$ cat config.mk
export PLATFORM = sky130hd
export DESIGN_NAME = serial_addr_matcher_flat
export DESIGN_NICKNAME = d
export VERILOG_FILES = /design/src/rtl/serial_addr_matcher_pkg.sv /design/src/rtl/serial_addr_matcher_if.sv /design/src/rtl/serial_addr_matcher_deser.sv /design/src/rtl/serial_addr_matcher.sv /design/src/flat_wrapper.sv
export SDC_FILE = /design/constraint.sdc
export NUM_CORES = 1
export LEC_CHECK = 0
export BUFFER_PORTS_ARGS = -buffer_cell sky130_fd_sc_hd__clkbuf_2
export CAP_MARGIN = 5
export CORE_ASPECT_RATIO = 1.4
export CORE_MARGIN = 2
export CORE_UTILIZATION = 30
export DETAILED_ROUTE_END_ITERATION = 10
export PLACE_DENSITY = 0.53
export SETUP_SLACK_MARGIN = 0.1
export SLEW_MARGIN = 30
export SYNTH_ARGS = -nofsm -noshare
export SYNTH_HDL_FRONTEND = slang
export SYNTH_HIERARCHICAL = 1
export SYNTH_SLANG_ARGS = --single-unit
$ cat constraint.sdc
create_clock -name clk -period 3.59 [get_ports clk]
set_input_delay 0.718 -clock clk [delete_from_list [all_inputs] [get_ports clk]]
set_output_delay 0.718 -clock clk [all_outputs]
set_load 0.05 [all_outputs]
$ cat src/rtl/serial_addr_matcher_pkg.sv
// Shared types and constants for the serial address matcher.
// The FSM has exactly two states. The state encoding is also exported as plain localparams.
package serial_addr_pkg;

  typedef enum logic [0:0] {
    IDLE  = 1'b0,
    SHIFT = 1'b1
  } state_e;

  localparam logic [0:0] ST_IDLE  = IDLE;
  localparam logic [0:0] ST_SHIFT = SHIFT;

  // Station address loaded at reset. It is zero-extended or truncated to ADDR_W at the use site.
  localparam logic [31:0] DEF_ADDR_C = 32'h0000_003F;

endpackage

$ cat src/rtl/serial_addr_matcher_if.sv
// Bit-stream, configuration and result signals of the serial address matcher.
// master = the stream/config source, slave = the matcher.
interface serial_addr_matcher_if #(
  parameter int ADDR_W = 8
);

  // bit_valid qualifies bit_in and frame_start. There is no ready signal:
  // the matcher accepts every bit presented while bit_valid is high, and the
  // source stalls the stream simply by holding bit_valid low.
  logic              bit_valid;
  logic              bit_in;
  logic              frame_start;
  logic              abort;
  logic              cfg_wr;
  logic [ADDR_W-1:0] cfg_addr;
  logic [ADDR_W-1:0] cfg_mask;
  logic              selected;
  logic              bcast;
  logic              addressed;
  logic              busy;
  logic [0:0]        dbg_state;

  modport master (
    output bit_valid, bit_in, frame_start, abort, cfg_wr, cfg_addr, cfg_mask,
    input  selected, bcast, addressed, busy, dbg_state
  );

  modport slave (
    input  bit_valid, bit_in, frame_start, abort, cfg_wr, cfg_addr, cfg_mask,
    output selected, bcast, addressed, busy, dbg_state
  );

endinterface

$ cat src/rtl/serial_addr_matcher_deser.sv
// MSB-first deserializer: a shift register plus a bit counter.
// The counter saturates at ADDR_W.
module serial_deser #(
  parameter  int ADDR_W = 8,
  localparam int CW     = $clog2(ADDR_W + 1)
) (
  input  logic              clk,
  input  logic              rst,
  input  logic              load,
  input  logic              shift_en,
  input  logic              bit_in,
  output logic [ADDR_W-1:0] data,
  output logic [CW-1:0]     count
);

  localparam logic [CW-1:0] FULL_CNT = CW'(ADDR_W);

  logic [ADDR_W-1:0] r_data;
  logic [CW-1:0]     r_count;

  always_ff @(posedge clk) begin
    if (rst) begin
      r_data  <= '0;
      r_count <= '0;
    end else if (load) begin
      r_data  <= ADDR_W'(bit_in);
      r_count <= CW'(1);
    end else if (shift_en && (r_count != FULL_CNT)) begin
      r_data  <= {r_data[ADDR_W-2:0], bit_in};
      r_count <= r_count + CW'(1);
    end
  end

  assign data  = r_data;
  assign count = r_count;

endmodule

$ cat src/rtl/serial_addr_matcher.sv
// Serial station-address matcher: assembles an MSB-first address and decides unicast/broadcast match.
// The decision is registered at the edge that accepts the last address bit.
module serial_addr_matcher
  import serial_addr_pkg::*;
#(
  parameter int          ADDR_W   = 8,
  parameter bit          BCAST_EN = 1'b1,
  parameter logic [31:0] DEF_ADDR = DEF_ADDR_C
) (
  input logic                 clk,
  input logic                 rst,
  serial_addr_matcher_if.slave bus
);

  localparam int              CW       = $clog2(ADDR_W + 1);
  localparam logic [CW-1:0]   LAST_CNT = CW'(ADDR_W - 1);
  localparam logic [ADDR_W-1:0] RST_ADDR = DEF_ADDR[ADDR_W-1:0];

  logic [0:0]        r_state;
  logic [ADDR_W-1:0] r_cfg_addr;
  logic [ADDR_W-1:0] r_cfg_mask;
  logic [ADDR_W-1:0] r_addr_q;
  logic [ADDR_W-1:0] r_mask_q;
  logic              r_selected;
  logic              r_bcast;
  logic              r_addressed;

  logic              w_start;
  logic              w_shift_en;
  logic              w_last;
  logic              w_deser_rst;
  logic [ADDR_W-1:0] w_data;
  logic [CW-1:0]     w_count;
  logic [ADDR_W-1:0] w_assembled;
  logic              w_ucast_hit;
  logic              w_bcast_hit;

  // Priority is rst > abort > frame_start > ordinary shift. A frame_start is accepted in either state.
  assign w_start     = bus.bit_valid && bus.frame_start && !bus.abort;
  assign w_shift_en  = (r_state == ST_SHIFT) && bus.bit_valid && !bus.frame_start && !bus.abort;
  assign w_last      = w_shift_en && (w_count == LAST_CNT);
  assign w_deser_rst = rst || bus.abort;

  serial_deser #(
    .ADDR_W (ADDR_W)
  ) u_deser (
    .clk      (clk),
    .rst      (w_deser_rst),
    .load     (w_start),
    .shift_en (w_shift_en),
    .bit_in   (bus.bit_in),
    .data     (w_data),
    .count    (w_count)
  );

  // Compare against the address as it will look after the final shift, so the decision lands one edge after the last bit.
  assign w_assembled = (w_data << 1) | ADDR_W'(bus.bit_in);
  assign w_ucast_hit = (((w_assembled ^ r_addr_q) & ~r_mask_q) == '0);
  assign w_bcast_hit = BCAST_EN && (&w_assembled);

  always_ff @(posedge clk) begin
    if (rst) begin
      r_state     <= ST_IDLE;
      r_cfg_addr  <= RST_ADDR;
      r_cfg_mask  <= '0;
      r_addr_q    <= RST_ADDR;
      r_mask_q    <= '0;
      r_selected  <= 1'b0;
      r_bcast     <= 1'b0;
      r_addressed <= 1'b0;
    end else begin
      r_selected <= 1'b0;
      r_bcast    <= 1'b0;
      if (bus.cfg_wr) begin
        r_cfg_addr <= bus.cfg_addr;
        r_cfg_mask <= bus.cfg_mask;
      end
      if (bus.abort) begin
        r_state     <= ST_IDLE;
        r_addressed <= 1'b0;
      end else if (w_start) begin
        // Snapshot the config registers so that a mid-frame cfg_wr only affects the next frame.
        r_state     <= ST_SHIFT;
        r_addressed <= 1'b0;
        r_addr_q    <= r_cfg_addr;
        r_mask_q    <= r_cfg_mask;
      end else if (w_last) begin
        r_state <= ST_IDLE;
        if (w_bcast_hit) begin
          r_bcast     <= 1'b1;
          r_addressed <= 1'b1;
        end else if (w_ucast_hit) begin
          r_selected  <= 1'b1;
          r_addressed <= 1'b1;
        end
      end
    end
  end

  assign bus.selected  = r_selected;
  assign bus.bcast     = r_bcast;
  assign bus.addressed = r_addressed;
  assign bus.busy      = (r_state == ST_SHIFT);
  assign bus.dbg_state = r_state;

endmodule
$ cat src/flat_wrapper.sv
// flat-port wrapper written by rule: the top's interface ports become plain ports
module serial_addr_matcher_flat import serial_addr_pkg::*;
#(
  parameter int          ADDR_W   = 8,
  parameter bit          BCAST_EN = 1'b1,
  parameter logic [31:0] DEF_ADDR = DEF_ADDR_C
)
  (clk, rst, bus_bit_valid, bus_bit_in, bus_frame_start, bus_abort, bus_cfg_wr, bus_cfg_addr, bus_cfg_mask, bus_selected, bus_bcast, bus_addressed, bus_busy, bus_dbg_state);
  serial_addr_matcher_if #(.ADDR_W(ADDR_W)) bus_i ();
  input logic clk;
  input logic rst;
  input wire logic [$bits(bus_i.bit_valid)-1:0] bus_bit_valid;
  input wire logic [$bits(bus_i.bit_in)-1:0] bus_bit_in;
  input wire logic [$bits(bus_i.frame_start)-1:0] bus_frame_start;
  input wire logic [$bits(bus_i.abort)-1:0] bus_abort;
  input wire logic [$bits(bus_i.cfg_wr)-1:0] bus_cfg_wr;
  input wire logic [$bits(bus_i.cfg_addr)-1:0] bus_cfg_addr;
  input wire logic [$bits(bus_i.cfg_mask)-1:0] bus_cfg_mask;
  output wire logic [$bits(bus_i.selected)-1:0] bus_selected;
  output wire logic [$bits(bus_i.bcast)-1:0] bus_bcast;
  output wire logic [$bits(bus_i.addressed)-1:0] bus_addressed;
  output wire logic [$bits(bus_i.busy)-1:0] bus_busy;
  output wire logic [$bits(bus_i.dbg_state)-1:0] bus_dbg_state;
  assign bus_i.bit_valid = bus_bit_valid;
  assign bus_i.bit_in = bus_bit_in;
  assign bus_i.frame_start = bus_frame_start;
  assign bus_i.abort = bus_abort;
  assign bus_i.cfg_wr = bus_cfg_wr;
  assign bus_i.cfg_addr = bus_cfg_addr;
  assign bus_i.cfg_mask = bus_cfg_mask;
  assign bus_selected = bus_i.selected;
  assign bus_bcast = bus_i.bcast;
  assign bus_addressed = bus_i.addressed;
  assign bus_busy = bus_i.busy;
  assign bus_dbg_state = bus_i.dbg_state;
  serial_addr_matcher #(.ADDR_W(ADDR_W), .BCAST_EN(BCAST_EN), .DEF_ADDR(DEF_ADDR)) u_core (.clk(clk), .rst(rst), .bus(bus_i));
endmodule
* Word level (Yosys, flattened, before mapping)
Cells that the tools add are included.
** Storage, ports and cells
- Register bits :: 47
- Input port bits :: 23
- Output and inout bits :: 5
- Logic and storage cells :: 53
** Cells by class
- Muxes and demuxes :: 10
- Add/subtract/negate cells :: 1
- Reduce and logical (&&, ||, !) cells :: 22
- Bitwise operators :: 6
- Equal/unequal tests :: 2
** Operator list (count)
- $mux W1 :: 10
- $and A8 B8 Y8 :: 1
- $logic_not A8 Y1 :: 1
- $not A8 Y8 :: 1
- $or A8 B1 Y8 :: 1
- $reduce_and A8 Y1 :: 1
- $xor A8 B8 Y8 :: 1
- $logic_and A1 B1 Y1 :: 7
- $reduce_bool A2 Y1 :: 3
- $reduce_or A5 Y1 :: 1
- $add A4 B1 Y4 const B :: 1
- $eq A4 B3 Y1 const B :: 1
- $ne A4 B4 Y1 const B :: 1
- $reduce_and A2 Y1 :: 2
- $reduce_or A2 Y1 :: 2
- $reduce_or A4 Y1 :: 1
- $reduce_or A3 Y1 :: 1
- $logic_not A1 Y1 :: 2
- $not A1 Y1 :: 2
- $logic_or A1 B1 Y1 :: 1

* Logic depth before layout (Yosys ltp)
- Depth in word-level cells :: 6
- Mapped depth :: 9

* Cells and area by module
Netlist, hierarchy kept.
** By module, submodules not included
- serial_addr_matcher :: seq. area each 720.7 µm², area each 1437.6 µm², cells an instance 159, times used 1
- serial_deser :: seq. area each 240.2 µm², area each 526.8 µm², cells an instance 53, times used 1

* Worst setup path after synthesis
Ideal clock, no wire load.
- Kind :: input to register
- Start point :: in bus_frame_start
- End point :: reg u_core.u_deser.r_data[1], in the netlist u_core/u_deser/data[1]
- Setup time :: 0.125 ns
- Data arrival time :: 1.834 ns
- Path slack :: 1.631 ns
- Buffers on the path :: 3
- Stages :: 9
- Cells stage by stage :: nand2_1 or2_1 clkbuf_1 inv_2 buf_2 nor2_1 buf_2 nand2_1 mux2i_1
** On the way
- Elaborated cells between the ends (all ways) :: 7
- Those cells by class :: reduce/logical (7)
** RTL lines
- start, declared :: line flat_wrapper.sv:14 : input wire logic [$bits(bus_i.frame_start)-1:0] bus_frame_start;
- $logic_and A1 B1 Y1 (2 in a row) :: line serial_addr_matcher.sv:39 : assign w_start = bus.bit_valid && bus.frame_start && !bus.abort;
- named net u_core.w_start :: line serial_addr_matcher.sv:28 : logic w_start;
- $reduce_or A2 Y1 (no source line)
- end signal, assigned :: line serial_addr_matcher_deser.sv:26 : r_data <= ADDR_W'(bit_in);
- end signal, assigned :: line serial_addr_matcher_deser.sv:29 : r_data <= {r_data[ADDR_W-2:0], bit_in};
- end, declared :: line serial_addr_matcher_deser.sv:18 : logic [ADDR_W-1:0] r_data;
The timed path passes the listed nets, and every way through them passes these cells.
A chain may end at the register's enable or synchronous reset.

* Worst setup path after layout
- Start point :: in bus_frame_start
- End point :: reg u_core.u_deser.r_data[4], in the netlist u_core/u_deser/data[4]
** On the way
- Cells in the longest elaborated chain, start to end :: 4
- Elaborated cells between the ends (all ways) :: 7
- Those cells by class :: reduce/logical (7)
** Ends and longest elaborated chain
- $logic_not A1 Y1 :: line serial_addr_matcher.sv:40 : assign w_shift_en = (r_state == ST_SHIFT) && bus.bit_valid && !bus.frame_start && !bus.abort;
- $logic_and A1 B1 Y1 (2 in a row) :: line serial_addr_matcher.sv:40
- $logic_and A1 B1 Y1 :: line serial_addr_matcher_deser.sv:28 : end else if (shift_en && (r_count != FULL_CNT)) begin
Parallel ways exist; a longest one is shown, timed or not.

==> impl_metrics.json <==
{
  "status": "completed",
  "final_common_cell": "dfxtp_1",
  "clk_latency_ps": 290,
  "holdWs_ps": 458,
  "required_ps": 3820,
  "crit_path_max_fanout": 22,
  "track_usage": 0.119,
  "die_area_um2": 7100,
  "drt_iter0_markers": 55,
  "hold_class": "flip-flop to flip-flop",
  "clock-root-buffer": "clkbuf_8",
  "syn_nets": 234,
  "wl_per_cell_um": 12.7,
  "final_cell_mix": "47 x dfxtp_1, 44 x nand2_1, 27 x clkbuf_2",
  "ys_warn_count": 6,
  "via_per_inst": 4.73,
  "dp_hpwl_mm": 2.80,
  "rsz0062_at_grt": "no",
  "finalSetupViolations": 0,
  "finalCriticalPeriod_ps": 2290,
  "numCtsBuffers": 5,
  "detail_route.first_pass.iterations": 4,
  "initial_core_util": 0.311,
  "clk_path_buf_depth": 2,
  "area_growth_syn_to_layout_pct": 13.5,
  "p_leak_nw": 0.914,
  "grt_max_degree": 35,
  "antennaDiodeCount": 0,
  "vias": 1443,
  "path_class": "input port to flip-flop",
  "num-nets-final": 257,
  "drcViolationCount": 0,
  "worst_setup_path_start_kind": "input port",
  "routed_wl_mm": 3.88,
  "die-height_um": 98.9,
  "relSlewSlack": 0.559,
  "h-tree-depth": 2,
  "fillers": 659,
  "ctsResizeCount": 0,
  "regArea_um2": 941,
  "grt_pass1_vias": 1426,
  "std_cell_rows": 34,
  "final_cell_area_um2": 2190,
  "place.gp.congestion": 0.793,
  "multi_input_area_um2": 925,
  "drtAntennaViolNets": 0,
  "io_pins": 28,
  "crit_path_end_kind": "flip-flop",
  "arrival_ps": 2510,
  "finalMaxSlewViolations": 0,
  "period_share": 0.637,
  "hold_viol": 0,
  "dpl_cell_area_um2": 2110,
  "hold_buffers": 0,
  "syn_area_per_cell_um2": 9.24,
  "cts_tree": "done",
  "drive_above_1_share": 0.176,
  "fin_skew_ps": 4.57,
  "syn-cell-area_um2": 1930,
  "drv_cap": 0,
  "cts_setup_buffers": 0,
  "path_clk_slew_ps": 80,
  "syn-instance-count": 209,
  "antenna_found_initial": 0,
  "die_width_um": 71.8,
  "clock.fmax_mhz": 437,
  "peakVddDrop_uv": 255,
  "totalNegativeSetupSlack_ps": 0,
  "overflow": 0,
  "cts_sinks": 47,
  "grt_first_pass_wirelength_mm": 6.73,
  "core_area_um2": 6210,
  "tightest_slew_ps": 662,
  "port_buffers": 27,
  "power_density_nw_per_um2": 423
}
[state kept, by name, indices dropped and copies added (netlist names)]
name and cells:
u_core/bus.addressed 1, u_core/bus.selected 1, u_core/r_cfg_addr 8, u_core/u_deser/data 7, u_core/u_deser/count 4, u_core/r_cfg_mask 8
u_core/bus.busy 1, u_core/bus.bcast 1, u_core/r_mask_q 8, u_core/r_addr_q 8
[path summary, 6_finish.rpt]
path / cells past startpoint / slack [ps] / endpoint / start
worst max register to register: 4 / 1930 / u_core/bus.selected$_SDFF_PP0_ / u_core/u_deser/count[0]$_SDFFE_PP0P_
worst min-delay path: 2 / 460 / u_core/r_mask_q[2]$_SDFFE_PP0P_ / u_core/r_mask_q[2]$_SDFFE_PP0P_
worst max-delay path: 7 / 1300 / u_core/u_deser/data[4]$_SDFFE_PP0P_ / bus_frame_start
worst min register to register: 2 / 460 / u_core/r_mask_q[2]$_SDFFE_PP0P_ / u_core/r_mask_q[2]$_SDFFE_PP0P_
[where the power goes]
part	internal, W	switching [W]	total (W)	leakage (nW)
registers	0.000538	0.0000106	0.000549	0.384
clock network	0.000136	0.000172	0.000308	0.0412
logic	0.0000326	0.0000378	0.0000703	0.489
[cell type report]
| type | instances | share of cell area |
|---|---|---|
| multi-input combinational | 147 | 0.422 |
| sequential | 47 | 0.429 |
| clock buffer | 6 | 0.0331 |
| timing repair buffer | 27 | 0.0617 |
| tap | 72 | 0.0411 |
| clock inverter | 2 | 0.00571 |
| inverter | 4 | 0.00685 |
[through the flow]
step                power [W]  worst slack, ps  instances   util
floorplan            0.000610             1640        209      -
global placement     0.000632             1040        297  0.339
detailed placement   0.000633              986        297  0.339
CTS                  0.000943             1290        305  0.353
global route         0.000972             1090        305  0.353
finish               0.000928             1300        305  0.353
[layer usage]
metal  GRT usage  vias up  routed length [um]
li1            -      758                   -
met3      0.0297        6                 112
met5           0        -                   0
met2       0.193       22                1850
met4      0.0522        0                  93
met1       0.148      657                1830
[critical path: stages]
cell      delay [ps]
clkbuf_2         100
nand2_1           80
or2_1            500
inv_2            300
nor2_1           520
nand2_1          150
mux2i_1          140
Note: power is estimated with default switching activity, not from simulation.
